--- config.mk ---
export PLATFORM = sky130hd
export DESIGN_NAME = context_encoder_updater
export DESIGN_NICKNAME = d
export VERILOG_FILES = /design/src/rtl/context_encoder_updater.sv
export SDC_FILE = /design/constraint.sdc
export NUM_CORES = 2
export LEC_CHECK = 0
export ABC_AREA = 1
export BUFFER_PORTS_ARGS = -buffer_cell sky130_fd_sc_hd__buf_2
export CAP_MARGIN = 20
export CORE_MARGIN = 1.5
export CORE_UTILIZATION = 45
export DETAILED_ROUTE_END_ITERATION = 12
export GPL_ROUTABILITY_DRIVEN = 0
export GPL_TIMING_DRIVEN = 1
export PLACE_DENSITY_LB_ADDON = 0.25
export SLEW_MARGIN = 20
export SYNTH_ARGS = -nofsm -noshare
export SYNTH_HDL_FRONTEND = slang
export SYNTH_SLANG_ARGS = --single-unit
--- constraint.sdc ---
create_clock -name clk -period 11 [get_ports clk]
set_input_delay 2.2 -clock clk [delete_from_list [all_inputs] [get_ports clk]]
set_output_delay 2.2 -clock clk [all_outputs]
set_load 0.005 [all_outputs]
--- src/rtl/context_encoder_updater.sv ---
// rtl/context_encoder_updater.sv - tags symbols with their coding context and advances it through a programmable table
module context_encoder_updater #(
  parameter int          SYM_BITS = 4,
  parameter int          CTX_BITS = 4,
  parameter logic [15:0] INIT_CTX = 16'h0000
) (
  input  logic                         clk,
  input  logic                         reset_n,
  input  logic                         cfg_start,
  input  logic                         cfg_we,
  input  logic [SYM_BITS+CTX_BITS-1:0] cfg_addr,
  input  logic [15:0]                  cfg_wdata,
  input  logic                         cfg_done,
  output logic                         cfg_err,
  output logic                         table_ready,
  input  logic                         sym_valid,
  output logic                         sym_ready,
  input  logic [15:0]                  sym_data,
  input  logic                         sym_last,
  output logic                         out_valid,
  input  logic                         out_ready,
  output logic [15:0]                  out_symbol,
  output logic [15:0]                  out_context,
  output logic                         out_last
);

  localparam int ADDR_BITS = SYM_BITS + CTX_BITS;
  localparam int DEPTH     = 1 << ADDR_BITS;

  typedef enum logic [1:0] {CLEAR, LOAD, RUN, DRAIN} state_t;

  state_t                 state_q, state_d;
  logic [ADDR_BITS-1:0]   clr_cnt_q;
  logic [15:0]            ctx_q;
  logic [15:0]            ctx_table [DEPTH];
  logic                   tbl_we;
  logic [ADDR_BITS-1:0]   tbl_waddr;
  logic [15:0]            tbl_wdata;
  logic                   accept;
  logic [ADDR_BITS-1:0]   rd_addr;
  logic [15:0]            ctx_next;

  assign table_ready = (state_q == RUN);
  assign sym_ready   = table_ready && (!out_valid || out_ready);
  assign accept      = sym_valid && sym_ready;
  // Same {symbol, context} low-bit index the decoder uses, so both sides track identically
  assign rd_addr     = {sym_data[SYM_BITS-1:0], ctx_q[CTX_BITS-1:0]};
  assign ctx_next    = sym_last ? INIT_CTX : ctx_table[rd_addr];

  always_comb begin
    state_d   = state_q;
    tbl_we    = 1'b0;
    tbl_waddr = cfg_addr;
    tbl_wdata = cfg_wdata;
    case (state_q)
      CLEAR: begin
        tbl_we    = 1'b1;
        tbl_waddr = clr_cnt_q;
        tbl_wdata = INIT_CTX;
        if (&clr_cnt_q) state_d = LOAD;
      end
      LOAD: begin
        tbl_we = cfg_we;
        if (cfg_done) state_d = RUN;
      end
      RUN: begin
        if (cfg_start) state_d = DRAIN;
      end
      DRAIN: begin
        if (!out_valid) state_d = LOAD;
      end
      default: state_d = CLEAR;
    endcase
  end

  // Single write port shared by CLEAR and LOAD; contents survive reset until CLEAR overwrites them
  always_ff @(posedge clk) begin
    if (tbl_we) ctx_table[tbl_waddr] <= tbl_wdata;
  end

  always_ff @(posedge clk or negedge reset_n) begin
    if (!reset_n) begin
      state_q     <= CLEAR;
      clr_cnt_q   <= '0;
      ctx_q       <= INIT_CTX;
      cfg_err     <= 1'b0;
      out_valid   <= 1'b0;
      out_symbol  <= '0;
      out_context <= '0;
      out_last    <= 1'b0;
    end else begin
      state_q   <= state_d;
      clr_cnt_q <= (state_q == CLEAR) ? clr_cnt_q + ADDR_BITS'(1) : '0;
      cfg_err   <= cfg_we && (state_q != LOAD);
      if (state_q == LOAD && cfg_done) begin
        ctx_q <= INIT_CTX;
      end else if (accept) begin
        ctx_q <= ctx_next;
      end
      if (accept) begin
        out_valid   <= 1'b1;
        out_symbol  <= sym_data;
        out_context <= ctx_q;
        out_last    <= sym_last;
      end else if (out_ready) begin
        out_valid <= 1'b0;
      end
    end
  end

endmodule

[Word level (Yosys, flattened, before mapping)]
Memory sizes are Yosys's and may differ from the RTL's.
Cells that the tools add are included.
Operators by class
  reduce and logical (&&, ||, !) cells: 11
  add/sub/neg operators: 1
  muxes and demuxes: 16
  eq/ne operators: 8
Operators with widths (count)
  16-bit 2-to-1 mux: 4
  8-bit 2-to-1 mux: 2
  8-bit by 1-bit adder with 8-bit output (second input constant): 1
  2-bit 2-to-1 mux: 4
  2-bit inequality test (second input constant): 4
  2-bit case mux with 4 select lines: 1
  8-bit AND reduction: 1
  2-bit == test (second input constant): 2
  1-bit logical AND: 4
  1-bit 2-to-1 mux: 4
  4-bit AND reduction: 1
  2-bit nonzero test: 2
  2-bit by 1-bit == test with 1-bit output (second input constant): 1
  2-bit zero test: 1
  2-bit by 1-bit inequality test with 1-bit output (second input constant): 1
  1-bit case mux with 2 select lines: 1
  1-bit zero test: 1
  1-bit logical OR: 1
Storage, ports and cells
  register bits: 61
  memory bits (writable): 4096
  output and inout bits: 37
  bits of input ports: 48
  memories kept: 1
Memories
  ctx_table: depth 256, width 16, rd ports 1, clocked after memory_dff 0, write ports 1, line 35  | logic [15:0] ctx_table [DEPTH];

[Logic depth before layout (Yosys ltp)]
  depth after elaboration: 6
  gate-level depth with buffers: 17

[Worst setup path before layout]
Ideal clock, no wire load.
  kind: input -> register
  start: input port cfg_wdata[0]
  end: memory ctx_table[0][0], data pin
  stages on the path: 2
  arrival: 8.177 ns
  setup slack: 1.417 ns
  library setup time: 1.406 ns
  path buffers: 0
  cells stage by stage: inv_1 > nor2_1
Between the ends
  cells in the longest elaborated chain, start to end: 1
Ends and longest elaborated chain
  start, declared: line 12  | input logic [15:0] cfg_wdata,
  16-bit 2-to-1 mux: line 55  | case (state_q)
  net tbl_wdata[0]: line 38  | logic [15:0] tbl_wdata;
  end, declared: line 35
The timed path passes the listed nets, and every way through them passes these cells.

[Worst setup path in the final report]
  start: register ctx_q[0]
  end: register ctx_q[14]
Between the ends
  cells in the longest elaborated chain, start to end: 4
Ends and longest elaborated chain
  start, declared: line 34  | logic [15:0] ctx_q;
  start signal, assigned: line 98  | ctx_q <= ctx_next;
  memory 256 x 16 bit
  16-bit 2-to-1 mux: line 48  | assign ctx_next = sym_last ? INIT_CTX : ctx_table[rd_addr];
  16-bit 2-to-1 mux: line 97  | end else if (accept) begin
  16-bit 2-to-1 mux: line 95  | if (state_q == LOAD && cfg_done) begin
Every way passes these cells. The select of a mux whose other input is x is not followed.
A chain may end at the register's enable or synchronous reset.

==> impl_metrics.env <==
export IMPL_pin_count=85
export IMPL_p_leak_uw=0.0655
export IMPL_max_slew_margin=0.146
export IMPL_cp_max_fo=187
export IMPL_postLayoutCoreUtil=0.501
export IMPL_grt_antenna_before_repair=15
export IMPL_synth_distinct_cells=29
export IMPL_post_route_period_util=0.493
export IMPL_use_met2=0.394
export IMPL_yosysTopAreaCellShare=0.730
export IMPL_fin_ws_ns=5.57
export IMPL_use_met3=0.0367
export IMPL_hold_class="flop to flop"
export IMPL_cts_tree="done"
export IMPL_yosysWarnings=0
export IMPL_critPathCaptureType="flop"
export IMPL_synth_most_common_cell="nand2_1"
export IMPL_start_kind="flop"
export IMPL_multiInputGateArea_um2=38600
export IMPL_routedWlPerCell_um=25.1
export IMPL_fillers=32100
export IMPL_port_buffers=84
export IMPL_grt_max_degree=200
export IMPL_num_rows=224
export IMPL_ys_flop_type="edfxtp_1"
export IMPL_clkSinkCount=4157
export IMPL_fmaxAchievable_ghz=0.184
export IMPL_grtUsageTotal=0.250
export IMPL_grt_busiest_layer="met2"
export IMPL_synth_edf_count=4096
export IMPL_slew_viol_final=0
export IMPL_place_ws_ns=4.85
export IMPL_met1_usage=0.346
export IMPL_htreeDepth=5
export IMPL_syn_nets=14100
export IMPL_drc=0
export IMPL_nets=14000
export IMPL_drtAntennaViolNets=0
export IMPL_p_per_area_nw_per_um2=257
export IMPL_ctsResizeCount=0
export IMPL_start_util=0.453
export IMPL_drive_gt1_frac=0.0804
export IMPL_synthTopCellsByCount="nand2_1 (4569), edfxtp_1 (4096), nand3_1 (3891)"
export IMPL_viasPerCell=5.64
export IMPL_tns_ns=0
export IMPL_path_clk_slew_ns=0.06
export IMPL_fin_crit_ns=5.43
export IMPL_placed_cell_area_um2=174000
export IMPL_async_flop_share=0.0147
export IMPL_finalHoldViolCount=0
export IMPL_die_width_um=615
export IMPL_seq_area_um2=125000
export IMPL_clkLatencyLatePin_ns=1.00
export IMPL_root_buffer="clkbuf_16"
export IMPL_worstMarginPinSlew_ns=1.28
export IMPL_final_cell_area_um2=187000
export IMPL_synth_avg_cell_area_um2=12.0
export IMPL_ys_top_cells_by_area="edfxtp_1 (73%), nand3_1 (12%), nand2_1 (10%)"
export IMPL_overflow=0
export IMPL_areaGrowthSynthToFinish_pct=10.7
export IMPL_rsz0062_at_grt="no"
export IMPL_ys_ff_latch=4157
export IMPL_dp_cells=18500
export IMPL_netlist_top_cell_by_area="edfxtp_1"
export IMPL_setup_viol=0
export IMPL_critical_path_required_ns=11.91
export IMPL_dr_pass1_iters=8
export IMPL_post_cts_setup_buffers=0
export IMPL_cap_viol_max_count=0
export IMPL_wirelength_mm=485
export IMPL_ctsHoldBuffers=0
export IMPL_path_class="flop to flop"
export IMPL_skew_ns=0.0416
export IMPL_cp_arrival_ns=6.34
export IMPL_die_area_um2=378000
export IMPL_vias=109000
export IMPL_die_h_um=615
export IMPL_cts_made_buffers=421
export IMPL_drt_iter0_drc=13500
export IMPL_vdd_drop_max_uv=235
export IMPL_synth_cells=14000
export IMPL_cts_max_path_buffers=4
export IMPL_core_area_um2=372000
export IMPL_syn_cell_area_um2=169000
export IMPL_grt_first_pass_wirelength_mm=701
export IMPL_dp_hpwl_mm=267
export IMPL_stdcell_count=19300
export IMPL_grt_pass1_vias=102000
export IMPL_outcome="complete, no violations"
export IMPL_ys_seq_area_frac=0.739
## cell type report
cell class / instances / area share
clock buffers: 523 / 0.0596
diodes: 11 / 0.000148
multi-input cells: 8842 / 0.207
well taps: 4972 / 0.0333
flip-flops and latches: 4157 / 0.667
repair buffers: 479 / 0.0206
clock inverters: 247 / 0.00999
inverters: 74 / 0.00182
## critical path, stage by stage (launching register included)
cell and delay, ns:
dfrtp_4 0.79, buf_12 0.49, buf_12 0.60, buf_12 0.60, buf_4 0.78, nand2_1 0.10
nand3_1 0.15, nand3_1 0.10, nand3_1 0.19, nand3_1 0.25, nand2_1 0.15, nand2_1 0.10
nand2_1 0.10, nand2_1 0.15, nand3_1 0.20, nand3_1 0.09, nand2_1 0.07
## layout by cell type, fill, tap and decap left out, types with 6 or more instances in the layout
master / count
clkinv_1: 116
nor2_1: 269
inv_6: 9
o21ai_0: 14
nand2_1: 4551
a21oi_1: 7
nand2_2: 16
diode_2: 11
buf_12: 35
clkinv_2: 84
buf_4: 360
clkinv_8: 6
dfrtp_1: 57
inv_1: 64
inv_16: 6
bufinv_16: 19
buf_2: 82
clkbuf_1: 89
edfxtp_1: 4096
nor2_2: 31
mux2_2: 25
clkbuf_16: 428
clkbuf_8: 6
nand3_1: 3890
nor2_4: 16
## state kept, by name, indices dropped and copies added, names as in the netlist
name	flops
out_symbol	16
ctx_table	4096
ctx_q	16
state_q	2
out_valid	1
clr_cnt_q	8
out_context	16
out_last	1
cfg_err	1
## stage by stage
step | hold slack [ns] | power [µW]
final | 0.482 | 47900
after global routing | 0.513 | 49700
after CTS | 0.483 | 47900
after detailed placement | 0.468 | 34400
after global placement | 0.463 | 34300
after floorplan | 0.445 | 29000
## path summary, 6_finish.rpt
path,start,endpoint,slack (ns),cells past startpoint
hold reg to reg,out_context[1],out_context[1],0.48,2
setup reg to reg,ctx_q[0],ctx_q[14],5.57,16
min in group asynchronous,reset_n,out_symbol[13],1.07,1
hold / removal,out_context[1],out_context[1],0.48,2
setup / recovery,ctx_q[0],ctx_q[14],5.57,16
max in group asynchronous,reset_n,ctx_q[0],8.71,2
## report_power, final
part / internal (µW) / total, µW / switching [µW]
logic: 3450 / 15400 / 11900
registers: 18700 / 18900 / 234
clock network: 7610 / 13700 / 6060
## layer usage
metal | vias up | share of wire
li1 | 49600 | -
met1 | 53400 | 0.41
met2 | 4955 | 0.47
met3 | 843 | 0.083
met4 | 6 | 0.045
met5 | - | 0.000064
## cells by family (layout without fill, tap and decap cells)
family	Yosys count	after routing	synth area share
other	0	11	0
multiplexers	25	25	0.00167
flip-flops	4157	4157	0.739
AND/OR/NAND/NOR	8783	8783	0.225
AO/OA/AOI/OAI	28	28	0.000861
adder cells (fa/ha/maj)	6	6	0.000445
buffers and inverters	1021	1323	0.0337
Power figures use the tool's default switching activity.
